<file path="src/rtl/recon_slot_manager.sv">
// Recon slot manager: decodes a recon header in beat 0 of each frame, stores bitstreams via a
// DMA write descriptor plus realigned payload, and loads them via DMA read from a slot table.
module recon_slot_manager #(
  parameter int unsigned DATA_WIDTH = 512,
  parameter int unsigned ADDR_WIDTH = 34,
  parameter int unsigned LEN_WIDTH  = 20,
  parameter int unsigned TAG_WIDTH  = 8,
  parameter int unsigned HDR_OFFSET = 46,
  parameter int unsigned NUM_SLOTS  = 8,
  localparam int unsigned DATA_BYTES = DATA_WIDTH / 8,
  localparam int unsigned KEEP_WIDTH = DATA_BYTES
) (
  input  logic                  clk,
  input  logic                  rst,
  input  logic [DATA_WIDTH-1:0] s_axis_tdata,
  input  logic [KEEP_WIDTH-1:0] s_axis_tkeep,
  input  logic                  s_axis_tvalid,
  output logic                  s_axis_tready,
  input  logic                  s_axis_tlast,
  output logic [DATA_WIDTH-1:0] m_axis_tdata,
  output logic [KEEP_WIDTH-1:0] m_axis_tkeep,
  output logic                  m_axis_tvalid,
  input  logic                  m_axis_tready,
  output logic                  m_axis_tlast,
  output logic [ADDR_WIDTH-1:0] m_axis_write_desc_addr,
  output logic [LEN_WIDTH-1:0]  m_axis_write_desc_len,
  output logic [TAG_WIDTH-1:0]  m_axis_write_desc_tag,
  output logic                  m_axis_write_desc_valid,
  input  logic                  m_axis_write_desc_ready,
  output logic [ADDR_WIDTH-1:0] m_axis_read_desc_addr,
  output logic [LEN_WIDTH-1:0]  m_axis_read_desc_len,
  output logic [TAG_WIDTH-1:0]  m_axis_read_desc_tag,
  output logic                  m_axis_read_desc_valid,
  input  logic                  m_axis_read_desc_ready,
  input  logic [TAG_WIDTH-1:0]  s_axis_read_desc_status_tag,
  input  logic                  s_axis_read_desc_status_valid,
  output logic [NUM_SLOTS-1:0]  stat_slot_valid,
  output logic                  stat_err,
  output logic                  busy
);

  localparam int unsigned SHIFT  = HDR_OFFSET + 10;
  localparam int unsigned SLOT_W = (NUM_SLOTS > 1) ? $clog2(NUM_SLOTS) : 1;
  localparam int unsigned HB     = HDR_OFFSET * 8;

  typedef enum logic [2:0] {
    StIdle, StWrDesc, StStream, StFlush, StRdDesc, StRdWait, StDrop
  } state_e;

  state_e state_q, state_d;

  logic [1:0]        hdr_func;
  logic              hdr_size_valid;
  logic [33:0]       hdr_addr;
  logic [7:0]        hdr_id;
  logic [31:0]       hdr_size;
  logic [SLOT_W-1:0] hdr_slot;
  logic              id_ok, size_ok;

  assign hdr_func       = s_axis_tdata[HB +: 2];
  assign hdr_size_valid = s_axis_tdata[HB + 2];
  assign hdr_addr       = s_axis_tdata[HB + 3 +: 34];
  assign hdr_id         = s_axis_tdata[HB + 37 +: 8];
  assign hdr_size       = s_axis_tdata[HB + 45 +: 32];
  assign hdr_slot       = hdr_id[SLOT_W-1:0];
  assign id_ok          = 32'(hdr_id) < NUM_SLOTS;
  assign size_ok        = (hdr_size != 32'd0) && ((hdr_size >> LEN_WIDTH) == 32'd0);

  logic [NUM_SLOTS-1:0]  tbl_valid_q, tbl_valid_d;
  logic [ADDR_WIDTH-1:0] tbl_addr_q [NUM_SLOTS];
  logic [LEN_WIDTH-1:0]  tbl_size_q [NUM_SLOTS];
  logic                  tbl_we;

  logic [ADDR_WIDTH-1:0] wd_addr_q, wd_addr_d, rd_addr_q, rd_addr_d;
  logic [LEN_WIDTH-1:0]  wd_len_q, wd_len_d, rd_len_q, rd_len_d;
  logic [TAG_WIDTH-1:0]  wd_tag_q, wd_tag_d, rd_tag_q, rd_tag_d;
  logic                  wd_valid_q, wd_valid_d, rd_valid_q, rd_valid_d;
  logic [SLOT_W-1:0]     slot_q, slot_d;
  logic                  hdr_last_q, hdr_last_d;
  logic [DATA_WIDTH-1:0] res_data_q, res_data_d;
  logic [KEEP_WIDTH-1:0] res_keep_q, res_keep_d;
  logic [31:0]           cnt_q, cnt_d;
  logic [DATA_WIDTH-1:0] mdata_q, mdata_d, out_data;
  logic [KEEP_WIDTH-1:0] mkeep_q, mkeep_d, out_keep;
  logic                  mvalid_q, mvalid_d, mlast_q, mlast_d;
  logic                  err_q, err_d;
  logic                  out_free, out_load, out_last;

  function automatic logic [31:0] popcnt(input logic [KEEP_WIDTH-1:0] k);
    logic [31:0] c;
    c = '0;
    for (int i = 0; i < int'(KEEP_WIDTH); i++) c = c + 32'(k[i]);
    return c;
  endfunction

  assign out_free = !mvalid_q || m_axis_tready;

  always_comb begin
    state_d       = state_q;
    s_axis_tready = 1'b0;
    err_d         = 1'b0;
    tbl_valid_d   = tbl_valid_q;
    tbl_we        = 1'b0;
    wd_addr_d     = wd_addr_q;
    wd_len_d      = wd_len_q;
    wd_tag_d      = wd_tag_q;
    wd_valid_d    = wd_valid_q;
    rd_addr_d     = rd_addr_q;
    rd_len_d      = rd_len_q;
    rd_tag_d      = rd_tag_q;
    rd_valid_d    = rd_valid_q;
    slot_d        = slot_q;
    hdr_last_d    = hdr_last_q;
    res_data_d    = res_data_q;
    res_keep_d    = res_keep_q;
    cnt_d         = cnt_q;
    mvalid_d      = mvalid_q && !m_axis_tready;
    mdata_d       = mdata_q;
    mkeep_d       = mkeep_q;
    mlast_d       = mlast_q;
    out_load      = 1'b0;
    out_last      = 1'b0;
    // Residue fills the low bytes; the new beat is shifted up behind it.
    out_data      = res_data_q | (s_axis_tdata << ((DATA_BYTES - SHIFT) * 8));
    out_keep      = res_keep_q | (s_axis_tkeep << (DATA_BYTES - SHIFT));

    case (state_q)
      StIdle: begin
        s_axis_tready = 1'b1;
        if (s_axis_tvalid) begin
          err_d = 1'b1;
          if (id_ok) begin
            case (hdr_func)
              2'b00: begin
                if (hdr_size_valid && size_ok) begin
                  err_d                 = 1'b0;
                  tbl_we                = 1'b1;
                  tbl_valid_d[hdr_slot] = 1'b1;
                  wd_addr_d             = ADDR_WIDTH'(hdr_addr);
                  wd_len_d              = hdr_size[LEN_WIDTH-1:0];
                  wd_tag_d              = TAG_WIDTH'(hdr_slot);
                  wd_valid_d            = 1'b1;
                  slot_d                = hdr_slot;
                  hdr_last_d            = s_axis_tlast;
                  res_data_d            = s_axis_tdata >> (SHIFT * 8);
                  res_keep_d            = s_axis_tkeep >> SHIFT;
                  cnt_d                 = '0;
                  state_d               = StWrDesc;
                end
              end
              2'b01: begin
                if (tbl_valid_q[hdr_slot]) begin
                  err_d      = 1'b0;
                  rd_addr_d  = tbl_addr_q[hdr_slot];
                  rd_len_d   = tbl_size_q[hdr_slot];
                  rd_tag_d   = TAG_WIDTH'(hdr_slot);
                  rd_valid_d = 1'b1;
                  slot_d     = hdr_slot;
                  state_d    = StRdDesc;
                end
              end
              2'b10: begin
                err_d                 = 1'b0;
                tbl_valid_d[hdr_slot] = 1'b0;
                state_d               = s_axis_tlast ? StIdle : StDrop;
              end
              default: ;
            endcase
          end
          if (err_d) state_d = s_axis_tlast ? StIdle : StDrop;
        end
      end
      StWrDesc: begin
        if (m_axis_write_desc_ready) begin
          wd_valid_d = 1'b0;
          state_d    = hdr_last_q ? StFlush : StStream;
        end
      end
      StStream: begin
        s_axis_tready = out_free;
        if (s_axis_tvalid && out_free) begin
          out_load   = 1'b1;
          res_data_d = s_axis_tdata >> (SHIFT * 8);
          res_keep_d = s_axis_tkeep >> SHIFT;
          if (s_axis_tlast) begin
            if ((s_axis_tkeep >> SHIFT) != '0) begin
              state_d = StFlush;
            end else begin
              out_last = 1'b1;
              state_d  = StIdle;
            end
          end
        end
      end
      StFlush: begin
        if (out_free) begin
          out_load = 1'b1;
          out_data = res_data_q;
          out_keep = res_keep_q;
          out_last = 1'b1;
          state_d  = StIdle;
        end
      end
      StRdDesc: begin
        if (m_axis_read_desc_ready) begin
          rd_valid_d = 1'b0;
          state_d    = StRdWait;
        end
      end
      StRdWait: begin
        if (s_axis_read_desc_status_valid &&
            s_axis_read_desc_status_tag == TAG_WIDTH'(slot_q)) begin
          state_d = StIdle;
        end
      end
      StDrop: begin
        s_axis_tready = 1'b1;
        if (s_axis_tvalid && s_axis_tlast) state_d = StIdle;
      end
      default: state_d = StIdle;
    endcase

    if (out_load) begin
      mvalid_d = 1'b1;
      mdata_d  = out_data;
      mkeep_d  = out_keep;
      mlast_d  = out_last;
      cnt_d    = cnt_q + popcnt(out_keep);
      // Short or long frame: descriptor is already out, so only flag and retire the slot.
      if (out_last && (cnt_d != 32'(tbl_size_q[slot_q]))) begin
        err_d               = 1'b1;
        tbl_valid_d[slot_q] = 1'b0;
      end
    end
  end

  always_ff @(posedge clk or posedge rst) begin
    if (rst) begin
      state_q     <= StIdle;
      tbl_valid_q <= '0;
      for (int i = 0; i < int'(NUM_SLOTS); i++) begin
        tbl_addr_q[i] <= '0;
        tbl_size_q[i] <= '0;
      end
      wd_addr_q  <= '0;
      wd_len_q   <= '0;
      wd_tag_q   <= '0;
      wd_valid_q <= 1'b0;
      rd_addr_q  <= '0;
      rd_len_q   <= '0;
      rd_tag_q   <= '0;
      rd_valid_q <= 1'b0;
      slot_q     <= '0;
      hdr_last_q <= 1'b0;
      res_data_q <= '0;
      res_keep_q <= '0;
      cnt_q      <= '0;
      mdata_q    <= '0;
      mkeep_q    <= '0;
      mvalid_q   <= 1'b0;
      mlast_q    <= 1'b0;
      err_q      <= 1'b0;
    end else begin
      state_q     <= state_d;
      tbl_valid_q <= tbl_valid_d;
      if (tbl_we) begin
        tbl_addr_q[hdr_slot] <= ADDR_WIDTH'(hdr_addr);
        tbl_size_q[hdr_slot] <= hdr_size[LEN_WIDTH-1:0];
      end
      wd_addr_q  <= wd_addr_d;
      wd_len_q   <= wd_len_d;
      wd_tag_q   <= wd_tag_d;
      wd_valid_q <= wd_valid_d;
      rd_addr_q  <= rd_addr_d;
      rd_len_q   <= rd_len_d;
      rd_tag_q   <= rd_tag_d;
      rd_valid_q <= rd_valid_d;
      slot_q     <= slot_d;
      hdr_last_q <= hdr_last_d;
      res_data_q <= res_data_d;
      res_keep_q <= res_keep_d;
      cnt_q      <= cnt_d;
      mdata_q    <= mdata_d;
      mkeep_q    <= mkeep_d;
      mvalid_q   <= mvalid_d;
      mlast_q    <= mlast_d;
      err_q      <= err_d;
    end
  end

  assign m_axis_tdata            = mdata_q;
  assign m_axis_tkeep            = mkeep_q;
  assign m_axis_tvalid           = mvalid_q;
  assign m_axis_tlast            = mlast_q;
  assign m_axis_write_desc_addr  = wd_addr_q;
  assign m_axis_write_desc_len   = wd_len_q;
  assign m_axis_write_desc_tag   = wd_tag_q;
  assign m_axis_write_desc_valid = wd_valid_q;
  assign m_axis_read_desc_addr   = rd_addr_q;
  assign m_axis_read_desc_len    = rd_len_q;
  assign m_axis_read_desc_tag    = rd_tag_q;
  assign m_axis_read_desc_valid  = rd_valid_q;
  assign stat_slot_valid         = tbl_valid_q;
  assign stat_err                = err_q;
  assign busy                    = (state_q != StIdle);

endmodule

</file>
<file path="config.mk">
export PLATFORM = sky130hd
export DESIGN_NAME = recon_slot_manager
export DESIGN_NICKNAME = d
export VERILOG_FILES = /design/src/rtl/recon_slot_manager.sv
export SDC_FILE = /design/constraint.sdc
export NUM_CORES = 2
export LEC_CHECK = 0
export ABC_CLOCK_PERIOD_IN_PS = 55800
export CORE_AREA = 2 2 511 513
export DETAILED_ROUTE_END_ITERATION = 8
export DIE_AREA = 0 0 513 515
export HOLD_SLACK_MARGIN = 0.08
export REMOVE_ABC_BUFFERS = 1
export SLEW_MARGIN = 20
export SYNTH_ARGS = -nofsm -noshare
export SYNTH_HDL_FRONTEND = slang
export SYNTH_SLANG_ARGS = --single-unit
</file>
<file path="constraint.sdc">
create_clock -name clk -period 55.8 [get_ports clk]
set_clock_uncertainty 0.15 [all_clocks]
set_input_delay 11.16 -clock clk [delete_from_list [all_inputs] [get_ports clk]]
set_output_delay 11.16 -clock clk [all_outputs]
set_load 0.05 [all_outputs]
</file>
-- After elaboration in Yosys (flattened, before gate mapping)
Cells that the tools add are included.
- memories: 0
- latch bits: 0
- register bits after elaboration: 1750
- output and inout port bits: 715
- memory bits (writable): 0
- bits in read-only memories: 0
- input bits: 592
- reduce and logical (&&, ||, !) cells: 37
- $add $sub $neg: 64
- shifts and indexed selects: 0
- equal/unequal tests: 29
- divide/modulo/power cells: 0
- bitwise gates (word level): 9
- mux-type cells: 106
- order comparisons: 8
- $mul: 0
- operators by type and width (cell ; number):
    $mux W512 ; 7
    $add A32 B1 Y32 ; 32
    $pmux W512 S2 ; 1
    $or A512 B512 Y512 ; 1
    $mux W64 ; 7
    $bwmux W272 ; 1
    $mux W32 ; 6
    $bwmux W160 ; 1
    $pmux W64 S2 ; 1
    $bmux W20 S3 ; 2
    $bmux W34 S3 ; 1
    $demux W34 S3 ; 1
    $mux W34 ; 3
    $mux W20 ; 5
    $or A64 B64 Y64 ; 1
    $reduce_bool A64 Y1 ; 1
    $demux W20 S3 ; 1
    $mux W8 ; 6
    $mux W3 ; 15
    $mux W1 ; 34
    $add A31 B1 Y32 ; 1
    $add A32 B32 Y32 ; 1
    $logic_not A32 Y1 ; 1
    $ne A32 B20 Y1 ; 1
    other kinds (71) ; 122

-- Longest topological paths before layout
- word-level depth: 72
- depth in mapped cells: 33
- depth with buffers taken out: 29

-- Worst setup path before layout
No wires, ideal clock.
- path kind: input to output
- from: input port m_axis_tready
- to: output port s_axis_tready
- required time: 44.490 ns
- path buffers: 0
- stages: 3
- setup slack: 31.959 ns
- arrival time: 12.531 ns
- cell sequence: nand2b_1 nor2_1 a211oi_1
- longest elaborated chain between the ends: 2
- RTL lines (item ; line ; source):
    from (decl) ; 23 ; input logic m_axis_tready,
    $logic_or A1 B1 Y1 ; 96 ; assign out_free = !mvalid_q || m_axis_tready;
    $pmux W1 S2 ; 127 ; case (state_q)
    to (decl) ; 18 ; output logic s_axis_tready,
Every way passes these cells.

-- Worst setup path after layout
Ends and elaborated chain as after synthesis.

==> flow_summary.html <==
<table>
<tr><th>Metric</th><th>Value</th></tr>
<tr><th colspan="2">Place</th></tr>
<tr><td>Half-perimeter wire length after detailed placement</td><td>217 mm</td></tr>
<tr><td>Port buffer count</td><td>1296</td></tr>
<tr><td>Placer Congestion</td><td>0.958</td></tr>
<tr><th colspan="2">Logic synthesis</th></tr>
<tr><td>Post-synthesis area per instance</td><td>12.8 um^2</td></tr>
<tr><td>Portion of the post-synthesis area used by sequential elements</td><td>59.0%</td></tr>
<tr><td>Count leader, synth</td><td>sky130_fd_sc_hd__dfrtp_1</td></tr>
<tr><td>Largest cells by area after synthesis</td><td>sky130_fd_sc_hd__dfrtp_1, sky130_fd_sc_hd__mux2_2, sky130_fd_sc_hd__a22o_1</td></tr>
<tr><td>Synth Cell Area</td><td>52800 um^2</td></tr>
<tr><td>Cell type with the largest total area after synthesis</td><td>sky130_fd_sc_hd__dfrtp_1</td></tr>
<tr><td>Number of synthesized flops with an enable pin</td><td>0</td></tr>
<tr><td>Register bit total from synthesis</td><td>1246</td></tr>
<tr><td>Fraction of registers with async set or reset after synthesis</td><td>100%</td></tr>
<tr><td>Library cells used by synthesis</td><td>79</td></tr>
<tr><td>Post-synth top area share</td><td>59.0%</td></tr>
<tr><td>List of most frequent post-synthesis cells</td><td>sky130_fd_sc_hd__dfrtp_1, sky130_fd_sc_hd__a22o_1, sky130_fd_sc_hd__mux2_2</td></tr>
<tr><td>Ys Warns</td><td>0</td></tr>
<tr><td>Leading register cell type out of synthesis</td><td>sky130_fd_sc_hd__dfrtp_1</td></tr>
<tr><td>Count of mapped cells out of synthesis</td><td>4122</td></tr>
<tr><th colspan="2">Critical path</th></tr>
<tr><td>Worst Setup EP</td><td>s_axis_tready</td></tr>
<tr><td>R2r endpoint</td><td>stat_slot_valid[2]$_DFF_PP0_</td></tr>
<tr><td>Critical path capture point type</td><td>primary output</td></tr>
<tr><td>Reg2Reg Depth</td><td>29</td></tr>
<tr><td>Cell mode on critical path</td><td>sky130_fd_sc_hd__clkdlybuf4s50_1</td></tr>
<tr><td>Crit path buf inv count</td><td>2</td></tr>
<tr><td>Crit path from</td><td>m_axis_tready</td></tr>
<tr><td>Data arrival time of the worst path</td><td>13050 ps</td></tr>
<tr><td>Critical Path RT</td><td>44490 ps</td></tr>
<tr><td>RR Startpoint</td><td>state_q[2]$_DFFE_PP0P_</td></tr>
<tr><td>Startpoint types</td><td>input pin</td></tr>
<tr><td>CP top delay family</td><td>buffers and inverters</td></tr>
<tr><td>Cell chain of the critical path</td><td>clkdlybuf4s50_1, nand2b_1, nor2_1, a211oi_1, clkdlybuf4s50_1</td></tr>
<tr><td>Crit path depth</td><td>5</td></tr>
<tr><td>Startpoint-to-endpoint class of the critical path</td><td>input pin to primary output</td></tr>
<tr><td>Worst reg-to-reg setup slack</td><td>46430 ps</td></tr>
<tr><td>Cell with the biggest individual delay on the critical path</td><td>sky130_fd_sc_hd__clkdlybuf4s50_1</td></tr>
<tr><td>Largest fanout of any net on the critical path</td><td>3</td></tr>
<tr><td>Worst path max stage delay</td><td>940 ps</td></tr>
<tr><th colspan="2">Hold path</th></tr>
<tr><td>Class of the worst hold path</td><td>register to register</td></tr>
<tr><td>Instance count along the most critical hold path</td><td>2</td></tr>
<tr><th colspan="2">Detailed routing</th></tr>
<tr><td>Routed via count</td><td>41900</td></tr>
<tr><td>Number of nets still failing antenna checks after routing</td><td>0</td></tr>
<tr><td>Post-detailed-route DRC marker count</td><td>0</td></tr>
<tr><td>Violation count after the first detailed-routing iteration</td><td>3463</td></tr>
<tr><td>Router iterations before antenna repair</td><td>6</td></tr>
<tr><td>Detailed-route wire length</td><td>281 mm</td></tr>
<tr><td>Routed vias/inst</td><td>4.71</td></tr>
<tr><td>Routed len/inst</td><td>31.6 um</td></tr>
<tr><th colspan="2">Layout</th></tr>
<tr><td>Signed area change from the synthesized netlist to the final layout</td><td>41.4%</td></tr>
<tr><td>Layout net count</td><td>5963</td></tr>
<tr><td>Post-layout utilization of the core</td><td>28.9%</td></tr>
<tr><td>Share of final-layout standard cells stronger than drive strength 1</td><td>17.4%</td></tr>
<tr><th colspan="2">Global route</th></tr>
<tr><td>Wire length of the first global-routing pass</td><td>375 mm</td></tr>
<tr><td>GRT Max-Usage Layer</td><td>met2</td></tr>
<tr><td>Total GRT Usage</td><td>20.6%</td></tr>
<tr><td>GR Layer Usage met1</td><td>23.2%</td></tr>
<tr><td>Maximum number of pins on one net before global-route repair</td><td>178</td></tr>
<tr><td>Antenna violations before repair</td><td>194</td></tr>
<tr><td>Global-route track usage on met2</td><td>35.5%</td></tr>
<tr><td>Number of global-route vias before repair</td><td>41700</td></tr>
<tr><td>Overall overflow remaining after global route</td><td>0</td></tr>
<tr><td>GRT met3 Usage</td><td>5.95%</td></tr>
<tr><th colspan="2">Die</th></tr>
<tr><td># IOs</td><td>1307</td></tr>
<tr><td>Core Rows</td><td>187</td></tr>
<tr><td>Die height</td><td>515 um</td></tr>
<tr><td>Width of the die</td><td>513 um</td></tr>
<tr><td>Placeable core region</td><td>259000 um^2</td></tr>
<tr><td>Initial standard-cell utilization of the core</td><td>20.4%</td></tr>
<tr><td>Total die area</td><td>264000 um^2</td></tr>
<tr><th colspan="2">Clocking</th></tr>
<tr><td>Insertion delay to the later sink of the worst-skew pair</td><td>820 ps</td></tr>
<tr><td>Number of clock sinks</td><td>1246</td></tr>
<tr><td>Number of buffers inserted for hold repair after clock tree synthesis</td><td>0</td></tr>
<tr><td>Maximum clock path buffer count</td><td>3</td></tr>
<tr><td>Number of clock buffers inserted by TritonCTS</td><td>150</td></tr>
<tr><td>Number of setup buffers added after CTS</td><td>0</td></tr>
<tr><td>Clock input transition at the sequential cells of the worst setup and hold paths</td><td>60 ps</td></tr>
<tr><td>TritonCTS clock tree</td><td>done</td></tr>
<tr><td>Cell at the root of the clock tree</td><td>sky130_fd_sc_hd__clkbuf_16</td></tr>
<tr><td>CTS resizes</td><td>0</td></tr>
<tr><td>CTS H-tree depth</td><td>4</td></tr>
<tr><th colspan="2">Timing</th></tr>
<tr><td>Fin. max-slew vios</td><td>0</td></tr>
<tr><td>Fmax</td><td>41.0 MHz</td></tr>
<tr><td>Relative slew slack</td><td>16.3%</td></tr>
<tr><td>Shortest period the worst path allows</td><td>24360 ps</td></tr>
<tr><td>Tcrit/Tclk final</td><td>43.7%</td></tr>
<tr><td>Worst hold margin</td><td>318 ps</td></tr>
<tr><td>Worst Max-Slew Pin Slew</td><td>1260 ps</td></tr>
<tr><td>Final TNS setup</td><td>0 ps</td></tr>
<tr><td>Unrepaired setup endpoints after global routing</td><td>no</td></tr>
<tr><td>Final setup fails</td><td>0</td></tr>
<tr><td>Number of failing hold endpoints at the final stage</td><td>0</td></tr>
<tr><th colspan="2">Flow run</th></tr>
<tr><td>Max-capacitance violation count</td><td>0</td></tr>
<tr><th colspan="2">Run status</th></tr>
<tr><td>Outcome</td><td>completed</td></tr>
</table>
[worst min-delay path: stages, from the launching register on]
cell and delay (ps):
sky130_fd_sc_hd__dfrtp_1 340, sky130_fd_sc_hd__nand2_1 50, sky130_fd_sc_hd__nand2_1 50
[registers in the layout (all words and copies together), names as in the netlist, 3 cells and up]
register / cells
m_axis_write_desc_tag: 3
m_axis_tdata: 512
res_keep_q: 8
m_axis_read_desc_len: 20
m_axis_read_desc_addr: 34
m_axis_write_desc_addr: 34
tbl_addr_q: 272
m_axis_write_desc_len: 20
res_data_q: 64
tbl_size_q: 160
m_axis_tkeep: 64
slot_q: 3
stat_slot_valid: 8
state_q: 3
m_axis_read_desc_tag: 3
cnt_q: 32
[layer usage]
metal	routed length (um)	share of wire [%]
met1	103000	37
met2	140000	50
met3	22400	8.0
met4	14600	5.2
met5	264	0.094
[cells by family (layout without fill, tap and decap cells)]
group / count (synthesis) / after routing / synth area share, %
AOI/OAI and AO/OA: 984 / 984 / 14.7
xor gates and xnor gates: 37 / 37 / 0.639
buffers and inverters: 441 / 1712 / 3.38
and+or+nand+nor: 697 / 697 / 5.77
adders and majority gates: 87 / 87 / 2.86
DFF: 1246 / 1246 / 59.0
other: 1 / 89 / 0.00710
muxes: 629 / 629 / 13.6
[per-stage QoR]
stage	cell area, um^2	setup WS, ps	cells
after global placement	69300	31460	8534
after floorplan	51400	-158370	3766
after detailed placement	69300	31450	8534
after CTS	74500	31440	8804
final	74700	31440	8883
after global routing	74600	31400	8864
[placed cells by master (no fill, tap or decap), types with 14 or more instances in the layout]
cell / Yosys / routed
sky130_fd_sc_hd__clkdlybuf4s50_1: 0 / 1283
sky130_fd_sc_hd__dfrtp_1: 1246 / 1243
sky130_fd_sc_hd__a22o_1: 554 / 554
sky130_fd_sc_hd__mux2_2: 552 / 552
sky130_fd_sc_hd__nand2_1: 429 / 425
sky130_fd_sc_hd__clkbuf_16: 0 / 151
sky130_fd_sc_hd__a221oi_1: 108 / 108
sky130_fd_sc_hd__nor2_1: 107 / 99
sky130_fd_sc_hd__a21oi_1: 94 / 94
sky130_fd_sc_hd__diode_2: 0 / 79
sky130_fd_sc_hd__buf_4: 13 / 77
sky130_fd_sc_hd__inv_1: 74 / 73
sky130_fd_sc_hd__o21ai_0: 67 / 67
sky130_fd_sc_hd__a31oi_1: 64 / 64
sky130_fd_sc_hd__fa_1: 56 / 56
sky130_fd_sc_hd__mux2i_1: 45 / 45
sky130_fd_sc_hd__ha_1: 31 / 31
sky130_fd_sc_hd__clkbuf_8: 0 / 31
sky130_fd_sc_hd__nand3_1: 30 / 27
sky130_fd_sc_hd__clkbuf_1: 248 / 25
sky130_fd_sc_hd__clkinv_2: 0 / 23
sky130_fd_sc_hd__xnor2_1: 20 / 20
sky130_fd_sc_hd__and2_1: 23 / 18
sky130_fd_sc_hd__mux2_1: 17 / 17
sky130_fd_sc_hd__xor2_1: 16 / 16
sky130_fd_sc_hd__o22ai_1: 15 / 15
sky130_fd_sc_hd__nor3_1: 15 / 14
sky130_fd_sc_hd__mux4_2: 14 / 14
[cell type report]
cell class	instances	area (um^2)
repair buffers	1366	13500
clock inverters	63	883
multi-input cells	2444	20100
fillers	26300	184000
well taps	3402	4260
clock buffers	207	4300
diodes	79	198
flip-flops and latches	1246	31200
inverters	76	293
[worst min-delay path by stage]
stage,from,to,slack [ps]
final,m_axis_tdata[37]$_DFFE_PP0P_,m_axis_tdata[37]$_DFFE_PP0P_,320
after global placement,m_axis_tdata[53]$_DFFE_PP0P_,m_axis_tdata[53]$_DFFE_PP0P_,300
after detailed placement,m_axis_tdata[30]$_DFFE_PP0P_,m_axis_tdata[30]$_DFFE_PP0P_,310
after global routing,m_axis_tdata[37]$_DFFE_PP0P_,m_axis_tdata[37]$_DFFE_PP0P_,350
after floorplan,res_data_q[0]$_DFFE_PP0P_,m_axis_tdata[0]$_DFFE_PP0P_,290
after CTS,m_axis_tdata[28]$_DFFE_PP0P_,m_axis_tdata[28]$_DFFE_PP0P_,320
Power is not shown: default switching activity piles up to over one toggle a cycle in this logic, so the estimate is an artifact.
